==> config.mk <==
export PLATFORM = sky130hd
export DESIGN_NAME = dcache_ctrl_flat
export DESIGN_NICKNAME = d
export VERILOG_FILES = /design/src/rtl/dcache_pkg.sv /design/src/rtl/dcache_if.sv /design/src/rtl/dcache_array.sv /design/src/rtl/dcache_ctrl.sv /design/src/flat_wrapper.sv
export SDC_FILE = /design/constraint.sdc
export NUM_CORES = 1
export LEC_CHECK = 0
export BUFFER_PORTS_ARGS = -buffer_cell sky130_fd_sc_hd__buf_2
export CELL_PAD_IN_SITES_DETAIL_PLACEMENT = 1
export CELL_PAD_IN_SITES_GLOBAL_PLACEMENT = 2
export CORE_AREA = 2 2 275 277
export DETAILED_ROUTE_END_ITERATION = 8
export DIE_AREA = 0 0 277 279
export GPL_ROUTABILITY_DRIVEN = 0
export PLACE_DENSITY_LB_ADDON = 0.1
export SETUP_SLACK_MARGIN = 0.5
export SYNTH_ARGS = -nofsm -noshare
export SYNTH_HDL_FRONTEND = slang
export SYNTH_SLANG_ARGS = --single-unit
==> constraint.sdc <==
create_clock -name clk -period 3.5 [get_ports clk]
set_input_delay 0.175 -clock clk [delete_from_list [all_inputs] [get_ports clk]]
set_output_delay 0.175 -clock clk [all_outputs]
set_load 0.005 [all_outputs]
==> src/rtl/dcache_pkg.sv <==
// dcache_pkg: shared types, constants and address-field helpers for the
// direct-mapped write-back data cache controller.
//   - state_t        : controller FSM states
//   - WORD_W/LINE_W  : word and line widths (4 words of 32 bits per line)
//   - MEM_IDX_W      : width of a backing-memory line index (16 lines)
//   - addr_*()       : split an 8-bit byte address into offset/index/tag/line
package dcache_pkg;

    localparam int unsigned WORD_W         = 32;
    localparam int unsigned WORDS_PER_LINE = 4;
    localparam int unsigned LINE_W         = WORD_W * WORDS_PER_LINE;
    localparam int unsigned MEM_LINES      = 16;
    localparam int unsigned MEM_IDX_W      = $clog2(MEM_LINES);

    typedef enum logic [2:0] {
        StIdle,
        StWb,
        StReq,
        StWait,
        StFill
    } state_t;

    function automatic logic [1:0] addr_offset(input logic [7:0] a);
        return a[3:2];
    endfunction

    function automatic logic [3:0] addr_line(input logic [7:0] a);
        return a[7:4];
    endfunction

    // Index and tag come back zero-extended to 4 bits; callers slice them.
    function automatic logic [3:0] addr_index(input logic [7:0] a, input int unsigned idx_w);
        return a[7:4] & 4'((1 << idx_w) - 1);
    endfunction

    function automatic logic [3:0] addr_tag(input logic [7:0] a, input int unsigned idx_w);
        return a[7:4] >> idx_w;
    endfunction

    // Rebuild a memory line index from a stored tag and its set index.
    function automatic logic [3:0] make_line(input logic [3:0] tag, input logic [3:0] idx,
                                             input int unsigned idx_w);
        return (tag << idx_w) | idx;
    endfunction

endpackage

==> src/rtl/dcache_if.sv <==
// Bus interfaces of the data cache controller.
//   dcache_cpu_if : CPU load/store stage <-> cache (CPU is master).
//     cpu_req/cpu_we/cpu_addr/cpu_wdata in, cpu_rdata/cpu_stall back.
//   dcache_mem_if : cache <-> line-based data memory (cache is master).
//     Dc_rd_req/Dc_rd_addr line read, Dc_rline/Dc_rd_valid return,
//     Dc_wb_we/Dc_wb_addr/Dc_wb_wline victim write-back.
interface dcache_cpu_if #(
    parameter int unsigned XLEN = 32
);
    logic            cpu_req;
    logic            cpu_we;
    logic [XLEN-1:0] cpu_addr;
    logic [XLEN-1:0] cpu_wdata;
    logic [XLEN-1:0] cpu_rdata;
    logic            cpu_stall;

    modport master (
        output cpu_req, cpu_we, cpu_addr, cpu_wdata,
        input  cpu_rdata, cpu_stall
    );

    modport slave (
        input  cpu_req, cpu_we, cpu_addr, cpu_wdata,
        output cpu_rdata, cpu_stall
    );
endinterface

interface dcache_mem_if;
    import dcache_pkg::*;

    logic                 Dc_rd_req;
    logic [MEM_IDX_W-1:0] Dc_rd_addr;
    logic [LINE_W-1:0]    Dc_rline;
    logic                 Dc_rd_valid;
    logic                 Dc_wb_we;
    logic [MEM_IDX_W-1:0] Dc_wb_addr;
    logic [LINE_W-1:0]    Dc_wb_wline;

    modport master (
        output Dc_rd_req, Dc_rd_addr, Dc_wb_we, Dc_wb_addr, Dc_wb_wline,
        input  Dc_rline, Dc_rd_valid
    );

    modport slave (
        input  Dc_rd_req, Dc_rd_addr, Dc_wb_we, Dc_wb_addr, Dc_wb_wline,
        output Dc_rline, Dc_rd_valid
    );
endinterface

==> src/rtl/dcache_array.sv <==
// dcache_array: valid/dirty/tag/data storage of the direct-mapped cache.
//   clk, rst         : clock, synchronous active-high reset (clears valid/dirty only)
//   i_rd_idx         : combinational read port set index
//   o_valid/o_dirty/o_tag/o_line : state of set i_rd_idx
//   i_ww_*           : single-word write port (store hit), sets dirty
//   i_fill_*         : whole-line fill port (refill), sets valid, clears dirty
module dcache_array
    import dcache_pkg::*;
#(
    parameter int unsigned NUM_SETS = 4,
    parameter int unsigned IDX_W    = 2,
    parameter int unsigned TAG_W    = 2
) (
    input  logic              clk,
    input  logic              rst,
    input  logic [IDX_W-1:0]  i_rd_idx,
    output logic              o_valid,
    output logic              o_dirty,
    output logic [TAG_W-1:0]  o_tag,
    output logic [LINE_W-1:0] o_line,
    input  logic              i_ww_en,
    input  logic [IDX_W-1:0]  i_ww_idx,
    input  logic [1:0]        i_ww_off,
    input  logic [WORD_W-1:0] i_ww_data,
    input  logic              i_fill_en,
    input  logic [IDX_W-1:0]  i_fill_idx,
    input  logic [TAG_W-1:0]  i_fill_tag,
    input  logic [LINE_W-1:0] i_fill_line
);

    logic [NUM_SETS-1:0] r_valid;
    logic [NUM_SETS-1:0] r_dirty;
    logic [TAG_W-1:0]    r_tag  [NUM_SETS];
    logic [LINE_W-1:0]   r_data [NUM_SETS];

    assign o_valid = r_valid[i_rd_idx];
    assign o_dirty = r_dirty[i_rd_idx];
    assign o_tag   = r_tag[i_rd_idx];
    assign o_line  = r_data[i_rd_idx];

    always_ff @(posedge clk) begin
        if (rst) begin
            r_valid <= '0;
            r_dirty <= '0;
        end else begin
            if (i_fill_en) begin
                r_valid[i_fill_idx] <= 1'b1;
                r_dirty[i_fill_idx] <= 1'b0;
            end
            if (i_ww_en) begin
                r_dirty[i_ww_idx] <= 1'b1;
            end
        end
    end

    // Tags and data carry no reset; valid gates their use.
    always_ff @(posedge clk) begin
        if (i_fill_en) begin
            r_tag[i_fill_idx]  <= i_fill_tag;
            r_data[i_fill_idx] <= i_fill_line;
        end
        if (i_ww_en) begin
            r_data[i_ww_idx][WORD_W*i_ww_off +: WORD_W] <= i_ww_data;
        end
    end

endmodule

==> src/rtl/dcache_ctrl.sv <==
// dcache_ctrl: direct-mapped, write-back, write-allocate data cache controller.
//   clk, rst : clock, synchronous active-high reset
//   cpu      : CPU request port (slave); hits answered combinationally,
//              misses stall the CPU until the line is installed
//   mem      : line memory port (master); registered read request and
//              victim write-back outputs
module dcache_ctrl
    import dcache_pkg::*;
#(
    parameter int unsigned XLEN     = 32,
    parameter int unsigned NUM_SETS = 4
) (
    input  logic         clk,
    input  logic         rst,
    dcache_cpu_if.slave  cpu,
    dcache_mem_if.master mem
);

    localparam int unsigned IDX_W = $clog2(NUM_SETS);
    // With 16 sets there are no tag bits; keep a 1-bit tag that is always 0.
    localparam int unsigned TAG_W = (IDX_W < MEM_IDX_W) ? MEM_IDX_W - IDX_W : 1;

    state_t r_state, w_state_nxt;

    logic [7:0]       w_addr8;
    logic [1:0]       w_cpu_off;
    logic [3:0]       w_cpu_line;
    logic [3:0]       w_idx_full;
    logic [3:0]       w_tag_full;
    logic [IDX_W-1:0] w_cpu_idx;
    logic [TAG_W-1:0] w_cpu_tag;
    logic             w_unused_bits;

    logic              w_valid;
    logic              w_dirty;
    logic [TAG_W-1:0]  w_tag;
    logic [LINE_W-1:0] w_line;

    logic              w_hit;
    logic              w_ww_en;
    logic              w_fill_en;
    logic              w_miss_latch;
    logic              w_wb_load;
    logic              w_rd_load;
    logic [3:0]        w_rd_addr_nxt;
    logic [WORD_W-1:0] w_rdata;

    // Miss context, frozen at IDLE exit
    logic [IDX_W-1:0] r_miss_idx;
    logic [TAG_W-1:0] r_miss_tag;
    logic [3:0]       r_miss_line;

    logic              r_rd_req;
    logic [3:0]        r_rd_addr;
    logic              r_wb_we;
    logic [3:0]        r_wb_addr;
    logic [LINE_W-1:0] r_wb_wline;

    assign w_addr8    = cpu.cpu_addr[7:0];
    assign w_cpu_off  = addr_offset(w_addr8);
    assign w_cpu_line = addr_line(w_addr8);
    assign w_idx_full = addr_index(w_addr8, IDX_W);
    assign w_tag_full = addr_tag(w_addr8, IDX_W);
    assign w_cpu_idx  = w_idx_full[IDX_W-1:0];
    assign w_cpu_tag  = w_tag_full[TAG_W-1:0];

    // Address bits outside the 256-byte word-aligned space are ignored.
    assign w_unused_bits = ^{cpu.cpu_addr[XLEN-1:8], cpu.cpu_addr[1:0], w_idx_full, w_tag_full};

    dcache_array #(
        .NUM_SETS(NUM_SETS),
        .IDX_W   (IDX_W),
        .TAG_W   (TAG_W)
    ) u_array (
        .clk        (clk),
        .rst        (rst),
        .i_rd_idx   (w_cpu_idx),
        .o_valid    (w_valid),
        .o_dirty    (w_dirty),
        .o_tag      (w_tag),
        .o_line     (w_line),
        .i_ww_en    (w_ww_en),
        .i_ww_idx   (w_cpu_idx),
        .i_ww_off   (w_cpu_off),
        .i_ww_data  (cpu.cpu_wdata[WORD_W-1:0]),
        .i_fill_en  (w_fill_en),
        .i_fill_idx (r_miss_idx),
        .i_fill_tag (r_miss_tag),
        .i_fill_line(mem.Dc_rline)
    );

    assign w_hit   = cpu.cpu_req & w_valid & (w_tag == w_cpu_tag) & (r_state == StIdle);
    assign w_ww_en = w_hit & cpu.cpu_we;

    always_comb begin
        w_rdata = '0;
        if (w_hit) begin
            w_rdata = w_line[WORD_W*w_cpu_off +: WORD_W];
        end
    end

    assign cpu.cpu_stall = cpu.cpu_req & ~w_hit;
    assign cpu.cpu_rdata = XLEN'(w_rdata);

    always_comb begin
        w_state_nxt  = r_state;
        w_miss_latch = 1'b0;
        w_wb_load    = 1'b0;
        w_rd_load    = 1'b0;
        w_fill_en    = 1'b0;
        case (r_state)
            StIdle: begin
                if (cpu.cpu_req && !w_hit) begin
                    w_miss_latch = 1'b1;
                    if (w_valid && w_dirty) begin
                        w_wb_load   = 1'b1;
                        w_state_nxt = StWb;
                    end else begin
                        w_rd_load   = 1'b1;
                        w_state_nxt = StReq;
                    end
                end
            end
            StWb: begin
                w_rd_load   = 1'b1;
                w_state_nxt = StReq;
            end
            StReq: begin
                w_state_nxt = StWait;
            end
            StWait: begin
                if (mem.Dc_rd_valid) begin
                    w_fill_en   = 1'b1;
                    w_state_nxt = StFill;
                end
            end
            StFill: begin
                w_state_nxt = StIdle;
            end
            default: begin
                w_state_nxt = StIdle;
            end
        endcase
    end

    // From IDLE the latched line is not yet available, so take it from the bus.
    assign w_rd_addr_nxt = (r_state == StIdle) ? w_cpu_line : r_miss_line;

    always_ff @(posedge clk) begin
        if (rst) begin
            r_state    <= StIdle;
            r_rd_req   <= 1'b0;
            r_rd_addr  <= '0;
            r_wb_we    <= 1'b0;
            r_wb_addr  <= '0;
            r_wb_wline <= '0;
        end else begin
            r_state  <= w_state_nxt;
            r_rd_req <= w_rd_load;
            r_wb_we  <= w_wb_load;
            if (w_rd_load) begin
                r_rd_addr <= w_rd_addr_nxt;
            end
            if (w_wb_load) begin
                r_wb_addr  <= make_line(4'(w_tag), 4'(w_cpu_idx), IDX_W);
                r_wb_wline <= w_line;
            end
        end
    end

    always_ff @(posedge clk) begin
        if (w_miss_latch) begin
            r_miss_idx  <= w_cpu_idx;
            r_miss_tag  <= w_cpu_tag;
            r_miss_line <= w_cpu_line;
        end
    end

    assign mem.Dc_rd_req   = r_rd_req;
    assign mem.Dc_rd_addr  = r_rd_addr;
    assign mem.Dc_wb_we    = r_wb_we;
    assign mem.Dc_wb_addr  = r_wb_addr;
    assign mem.Dc_wb_wline = r_wb_wline;

endmodule

==> src/flat_wrapper.sv <==
// flat-port wrapper written by rule: the top's interface ports become plain ports
module dcache_ctrl_flat import dcache_pkg::*;
#(
    parameter int unsigned XLEN     = 32,
    parameter int unsigned NUM_SETS = 4
)
  (clk, rst, cpu_cpu_req, cpu_cpu_we, cpu_cpu_addr, cpu_cpu_wdata, cpu_cpu_rdata, cpu_cpu_stall, mem_Dc_rd_req, mem_Dc_rd_addr, mem_Dc_wb_we, mem_Dc_wb_addr, mem_Dc_wb_wline, mem_Dc_rline, mem_Dc_rd_valid);
  dcache_cpu_if #(.XLEN(XLEN)) cpu_i ();
  dcache_mem_if mem_i ();
  input  logic clk;
  input  logic rst;
  input wire logic [$bits(cpu_i.cpu_req)-1:0] cpu_cpu_req;
  input wire logic [$bits(cpu_i.cpu_we)-1:0] cpu_cpu_we;
  input wire logic [$bits(cpu_i.cpu_addr)-1:0] cpu_cpu_addr;
  input wire logic [$bits(cpu_i.cpu_wdata)-1:0] cpu_cpu_wdata;
  output wire logic [$bits(cpu_i.cpu_rdata)-1:0] cpu_cpu_rdata;
  output wire logic [$bits(cpu_i.cpu_stall)-1:0] cpu_cpu_stall;
  output wire logic [$bits(mem_i.Dc_rd_req)-1:0] mem_Dc_rd_req;
  output wire logic [$bits(mem_i.Dc_rd_addr)-1:0] mem_Dc_rd_addr;
  output wire logic [$bits(mem_i.Dc_wb_we)-1:0] mem_Dc_wb_we;
  output wire logic [$bits(mem_i.Dc_wb_addr)-1:0] mem_Dc_wb_addr;
  output wire logic [$bits(mem_i.Dc_wb_wline)-1:0] mem_Dc_wb_wline;
  input wire logic [$bits(mem_i.Dc_rline)-1:0] mem_Dc_rline;
  input wire logic [$bits(mem_i.Dc_rd_valid)-1:0] mem_Dc_rd_valid;
  assign cpu_i.cpu_req = cpu_cpu_req;
  assign cpu_i.cpu_we = cpu_cpu_we;
  assign cpu_i.cpu_addr = cpu_cpu_addr;
  assign cpu_i.cpu_wdata = cpu_cpu_wdata;
  assign cpu_cpu_rdata = cpu_i.cpu_rdata;
  assign cpu_cpu_stall = cpu_i.cpu_stall;
  assign mem_Dc_rd_req = mem_i.Dc_rd_req;
  assign mem_Dc_rd_addr = mem_i.Dc_rd_addr;
  assign mem_Dc_wb_we = mem_i.Dc_wb_we;
  assign mem_Dc_wb_addr = mem_i.Dc_wb_addr;
  assign mem_Dc_wb_wline = mem_i.Dc_wb_wline;
  assign mem_i.Dc_rline = mem_Dc_rline;
  assign mem_i.Dc_rd_valid = mem_Dc_rd_valid;
  dcache_ctrl #(.XLEN(XLEN), .NUM_SETS(NUM_SETS)) u_core (.clk(clk), .rst(rst), .cpu(cpu_i), .mem(mem_i));
endmodule
==> results of run 1 <==
-- worst paths after layout --
kind | from | end | slack [ns]
min | mem_Dc_rline[5] | u_core.u_array.r_data[2][5] | 0.0005
max | u_core.u_array.r_tag[2][1] | u_core.u_array.r_data[0][100] | 0.36
min reg2reg | u_core.mem.Dc_wb_addr[2] | u_core.mem.Dc_wb_addr[2] | 0.45
max reg2reg | u_core.u_array.r_tag[2][1] | u_core.u_array.r_data[0][100] | 0.36
-- flip-flops by register name (all words and copies together), names as in the netlist --
register                count
u_core.mem.Dc_rd_req        1
u_core.mem.Dc_wb_we         1
u_core.r_miss_line          4
u_core.r_state              3
u_core.u_array.r_valid      4
u_core.mem.Dc_rd_addr       4
u_core.u_array.r_tag        8
u_core.u_array.r_data     512
u_core.u_array.r_dirty      4
u_core.mem.Dc_wb_wline    128
u_core.mem.Dc_wb_addr       4
-- cell usage in the layout, fill, tap and decap left out, types with 3 or more instances in the layout --
master,netlist,final
o21ai_0,9,9
nor2_1,39,23
o21ai_1,120,120
clkinv_2,0,15
clkbuf_1,68,17
a31oi_1,5,5
a32oi_1,3,3
nand2_1,528,528
clkbuf_8,0,5
mux2i_2,2,3
clkinv_1,0,12
nor3b_2,0,3
nor2b_1,8,8
bufinv_16,0,7
inv_1,5,5
edfxtp_1,524,524
ha_1,4,4
buf_2,50,321
clkbuf_16,0,82
nor2_4,0,16
buf_4,4,67
and2_4,0,24
buf_12,0,11
mux4_2,164,164
dlygate4sd3_1,0,98
and2_1,32,8
mux2i_1,5,4
inv_16,0,5
a21oi_1,134,134
dfxtp_1,149,149
buf_8,0,3
buf_6,1,24
mux2_2,5,5
-- per-stage QoR --
| stage | cell area (sq um) | power, uW |
|---|---|---|
| floorplan | 27250 | 9359 |
| global placement | 30290 | 9785 |
| detailed placement | 30290 | 9802 |
| CTS | 33960 | 18180 |
| global route | 34410 | 18590 |
| finish | 34410 | 18000 |
-- layer usage --
metal | GRT usage | up-vias | routed length, um
met5 | 0 | - | 0
met4 | 0.05477 | 0 | 1659
met3 | 0.03230 | 106 | 4039
met2 | 0.3841 | 428 | 44310
met1 | 0.3000 | 9249 | 38470
li1 | - | 7971 | -
-- cell type report --
cell class	instances	share of cell area
Sequential cell	673	0.5440
Tap cell	969	0.03523
Timing Repair Buffer	529	0.1091
Clock inverter	46	0.01502
Multi-Input combinational cell	1083	0.2354
Clock buffer	100	0.06058
Inverter	6	0.0006909
-- power groups by stage --
| stage | registers (uW) | clock network, uW | logic (uW) |
|---|---|---|---|
| detailed placement | 8830 | 0 | 974 |
| finish | 8660 | 8270 | 1070 |
| floorplan | 8820 | 0 | 537 |
| global route | 8660 | 8780 | 1150 |
| CTS | 8660 | 8450 | 1070 |
| global placement | 8820 | 0 | 961 |
-- cells by family after synthesis --
family / Yosys count
muxes: 176
DFF: 673
AOI/OAI and AO/OA: 278
and+or+nand+nor: 622
xor gates and xnor gates: 2
buffers and inverters: 139
adders and majority gates: 4
-- critical path: stages, from the launching register on --
cell and delay, ns:
edfxtp_1 0.37, mux4_2 0.54, xnor2_4 0.33, and3_4 0.29, a31oi_1 0.25, nor2_2 0.96
-- what timing repair did --
item | in CTS | in global routing
buffers inserted | 6 | 11
cloned | 0 | 7
hold endpoints to repair | 296 | 0
resized for setup | 6 | 53
pin swaps | 4 | 11
hold buffers | 98 | 0
endpoints found under the setup margin | 136 | 111
==> impl_metrics.py, run 1 <==
metrics = {
    "drt": {
        "via_per_inst": 5.213,
        "ant_nets": 0,
        "via_count": 17754,
        "drtPass1Iterations": 5,
        "wl_per_cell_um": 25.98,
        "drc_errors": 0,
        "drt_iter0_drc": 1313,
        "finalWirelength_um": 88480,
    },
    "synth": {
        "synthAdderAreaFrac": 0.001842,
        "synth_top_family_by_area": "multiplexers",
        "ys_ff_latch": 673,
        "synth_edf_count": 524,
        "yosys_warnings": 0,
        "yosys.area.top_type": "edfxtp_1",
        "synth.mux.area_fraction": 0.1408,
        "syn_area_sq_um": 27180,
        "synth_top_area_frac": 0.5790,
        "synthTopCellsByArea": "edfxtp_1 (58%), mux4_2 (14%), dfxtp_1 (11%), nand2_1 (7.3%), a21oi_1 (2.5%)",
        "synthCells": 1894,
        "yosysMostFrequentCell": "nand2_1",
        "syn_nets": 2095,
        "synth_area_per_cell_sq_um": 14.35,
        "synth_xor_area_frac": 0.001197,
        "ys_seq_area_frac": 0.6887,
        "synth_ff_type": "edfxtp_1",
        "synth_commonest_cells": "nand2_1 (528), edfxtp_1 (524), mux4_2 (164)",
        "yosys.area_share.simple": 0.09134,
        "synth_compound_gate_area_share": 0.05373,
        "synth_cell_types": 39,
        "ys_async_sr_fraction": 0,
    },
    "timing": {
        "worst_pin_slew_ns": 1.154,
        "rsz0062_at_grt": "true",
        "min_period_ns": 3.143,
        "whs_ns": 0.0004742,
        "timing.final.crit_share": 0.8979,
        "timing.fmax_mhz": 318.2,
        "postLayoutSetupSlackWorst_ns": 0.3575,
        "fin_skew_ns": 0.02441,
        "hold_viol_final": 0,
        "relSlewSlack": 0.2300,
        "finalMaxSlewViolations": 0,
        "tns_ns": 0,
        "setup_viol": 0,
    },
    "placement": {
        "pre_cts_slack_ns": 0.1562,
        "dpl.cell_count": 3138,
        "port_buffers": 341,
        "dp_hpwl_um": 57160,
    },
    "power": {
        "p_comb_frac": 0.059,
        "total_leakage_power_uw": 0.01223,
        "peakVddDrop_uv": 322.1,
        "power_switching_uw": 4088,
        "pwr-share-seq": 0.481,
        "switching_share": 0.2271,
        "clkPwrFrac": 0.460,
        "powerDensity_nw_per_um2": 523.0,
        "power.internal_uw": 13910,
    },
    "setup_path": {
        "endpoint_kind": "flop",
        "r2r_cells": 5,
        "critPathRequiredTime_ns": 3.74,
        "critPathKind": "flop to flop",
        "path_max_fanout": 11,
        "cp-start-kind": "flop",
        "arrival_ns": 3.38,
    },
    "cells_and_area": {
        "fillCellCount": 7562,
        "fin_cells": 3406,
        "diodes": 0,
        "regArea_sq_um": 18720,
        "layout.nets": 2572,
        "final_util": 0.4645,
        "layout-drive-gt1-share": 0.3172,
        "area_growth_pct": 26.61,
        "multiInputGateArea_sq_um": 8100,
    },
    "clock_tree": {
        "htreeDepth": 3,
        "cts_made_buffers": 78,
        "cts.sinks": 673,
        "cts-root-buf": "clkbuf_16",
        "cts.clk_slew.worst_paths_ns": 0.06,
        "cts_tree": "done",
        "clkLatencyLatePin_ns": 0.64,
        "clockBufferDepth": 3,
    },
    "outcome": {
        "status": "finished, final reports clean",
    },
    "die": {
        "core_region_area_sq_um": 74070,
        "fp-row-count": 100,
        "die_w_um": 277,
        "die_h_um": 279,
        "dieArea_sq_um": 77280,
        "ios": 368,
        "start_util": 0.3669,
    },
    "grt": {
        "grt_usage": 0.2236,
        "overflow": 0,
        "first_global_vias": 18953,
        "grt_pass1_wl_um": 127100,
        "grt_max_degree": 130,
        "antenna_found_initial": 2,
    },
    "worst_hold_path": {
        "hold_depth": 3,
        "min_path_type": "input port to flop",
    },
    "run": {
        "drv_cap": 0,
    },
}
Note: power is estimated with default switching activity, not from simulation.
==> run 2, diff against run 1 <==
MAX_ROUTING_LAYER = met4   (was default)
==> run 2 against run 1 <==
  * Cell count stayed put
  * Critical endpoint is now u_core.u_array.r_data[0][106]
  * Clock skew is 0.00055 ns lower
  * Total power hardly changed
  * Critical path type unchanged
  * Worst setup slack better by 0.0077 ns
  * Worst hold slack better by 0.0048 ns
  * Fmax is 0.25% higher
  * Clock power hardly changed
  * Critical path depth stayed put
  * Count of clock-buffer cells in the layout stayed put
  * Largest power group unchanged
==> impl_metrics.py, run 2 (synthesis gave the netlist of run 1 again) <==
metrics = {
    "cells_and_area": {
        "layout.nets": 2572,
        "diodes": 0,
        "largest_reg_flops": 512,
        "final_common_cell": "nand2_1",
        "top_register": "u_core.u_array.r_data",
        "area_growth_pct": 26.67,
        "layout_common_cells": "nand2_1 (528), edfxtp_1 (524), buf_2 (320), mux4_2 (164), dfxtp_1 (149)",
        "layout-drive-gt1-share": 0.3184,
        "fin_cells": 3406,
    },
    "grt": {
        "grt_use_met1": 0.3020,
        "first_global_vias": 18907,
        "overflow": 0,
        "grt_usage": 0.2305,
        "grt_pass1_wl_um": 127000,
        "grt_util_met3": 0.03129,
        "grt_busiest_layer": "met2",
        "grt_max_degree": 130,
        "use_met2": 0.3826,
        "antenna_found_initial": 1,
    },
    "die": {
        "die_w_um": 277,
        "ios": 368,
        "start_util": 0.3669,
        "fp-row-count": 100,
        "core_region_area_sq_um": 74070,
        "die_h_um": 279,
        "dieArea_sq_um": 77280,
    },
    "setup_path": {
        "r2r_cells": 5,
        "critical_path_buf_inv_count": 0,
        "arrival_ns": 3.37,
        "critPathRequiredTime_ns": 3.74,
        "worst_r2r_startpoint": "u_core.u_array.r_tag[2][1]",
        "reg2reg_to": "u_core.u_array.r_data[0][106]",
        "path_cells": "mux4_2, xnor2_4, and3_4, a31oi_1, nor2_2",
        "cp-start-kind": "flop",
        "endpoint_kind": "flop",
        "slowest_delay_ns": 0.96,
        "critPathKind": "flop to flop",
        "startpoint": "u_core.u_array.r_tag[2][1]",
        "critPathCapture": "u_core.u_array.r_data[0][106]",
        "path_max_fanout": 11,
        "cp_top_family": "simple AND/OR/NAND/NOR gates",
        "reg2reg_slack_ns": 0.37,
        "slowest_stage": "nor2_2",
        "crit_cells": 5,
    },
    "timing": {
        "timing.final.crit_share": 0.8957,
        "finalMaxSlewViolations": 0,
        "timing.fmax_mhz": 319.0,
        "rsz0062_at_grt": "true",
        "postLayoutSetupSlackWorst_ns": 0.3652,
        "relSlewSlack": 0.2411,
        "tns_ns": 0,
        "min_period_ns": 3.135,
        "whs_ns": 0.005241,
        "setup_viol": 0,
        "fin_skew_ns": 0.02386,
        "worst_pin_slew_ns": 1.137,
        "hold_viol_final": 0,
    },
    "drt": {
        "drt_iter0_drc": 1251,
        "drtPass1Iterations": 5,
        "ant_nets": 0,
        "via_count": 17705,
        "drc_errors": 0,
        "wl_per_cell_um": 26.01,
        "finalWirelength_um": 88570,
        "via_per_inst": 5.198,
    },
    "placement": {
        "dp_hpwl_um": 57160,
        "dpl.cell_count": 3138,
        "port_buffers": 341,
        "pre_cts_slack_ns": 0.1562,
    },
    "clock_tree": {
        "clockBufferDepth": 3,
        "cts_made_buffers": 78,
        "cts.clk_slew.worst_paths_ns": 0.06,
        "cts-root-buf": "clkbuf_16",
        "cts_tree": "done",
        "clkLatencyLatePin_ns": 0.64,
        "cts.sinks": 673,
        "htreeDepth": 3,
    },
    "power": {
        "powerDensity_nw_per_um2": 523.1,
        "power_uw": 18010,
        "peakVddDrop_uv": 321.2,
        "total_leakage_power_uw": 0.01223,
    },
    "outcome": {
        "status": "finished, final reports clean",
    },
    "worst_hold_path": {
        "min_path_type": "input port to flop",
    },
    "run": {
        "drv_cap": 0,
    },
}
-- run 2: cell counts in the layout (fill, tap and decap cells not counted) --
No cell type changed its count.
-- run 2: worst reg2reg max path, delay by kind of cell (launching register included) --
family | cells | cell delay (ns)
DFF | 1 | 0.37
xor gates and xnor gates | 1 | 0.33
AOI/OAI and AO/OA | 1 | 0.26
muxes | 1 | 0.54
and+or+nand+nor | 2 | 1.25
-- run 2: what timing repair did --
item	CTS	global route
pin swaps	4	14
endpoints found under the setup margin	136	105
hold buffers	98	0
cloned	0	7
endpoints found under the hold margin	296	0
resized for setup	6	57
setup buffers	6	11
-- run 2: area by class of cell --
type                    instances  area (sq um)
multi-input cells            1083          8108
clock buffers                 100          2085
repair buffers                529          3761
fillers                      7558         39650
clock inverters                46         516.7
well taps                     969          1212
inverters                       6         23.77
flip-flops and latches        673         18720
-- run 2: how the worst min path moves through the flow --
stage / startpoint / to / slack [ns] / cells past startpoint
after floorplan: cpu_cpu_addr[4] / u_core.r_miss_line[0] / 0.27 / 0
after global placement: cpu_cpu_addr[7] / u_core.r_miss_line[3] / 0.43 / 1
after detailed placement: cpu_cpu_addr[7] / u_core.r_miss_line[3] / 0.43 / 1
after CTS: mem_Dc_rline[76] / u_core.u_array.r_data[0][76] / 0.0006 / 3
after global routing: mem_Dc_rline[76] / u_core.u_array.r_data[2][76] / 0.03 / 3
final: mem_Dc_rline[5] / u_core.u_array.r_data[3][5] / 0.005 / 3
-- run 2: per-stage QoR --
stage                     instance area [sq um]  utilization
final                                     34420       0.4647
after global routing                      34420       0.4647
after CTS                                 33960       0.4585
after detailed placement                  30290       0.4089
after global placement                    30290       0.4089
after floorplan                           27250            -
-- run 2: power breakdown --
group	switching, uW	internal (uW)	total, uW	leakage, uW
sequential	14.7	8640	8660	0.00592
clock	3470	4810	8280	0.00127
combinational	612	453	1070	0.00505
total	4100	13900	18000	0.0122
-- run 2: layer usage --
| layer | routed length [um] | vias up |
|---|---|---|
| met1 | 38690 | 9206 |
| met2 | 44370 | 426 |
| met4 | 1662 | 0 |
| met3 | 3849 | 109 |
| met5 | 0 | - |
| li1 | - | 7964 |
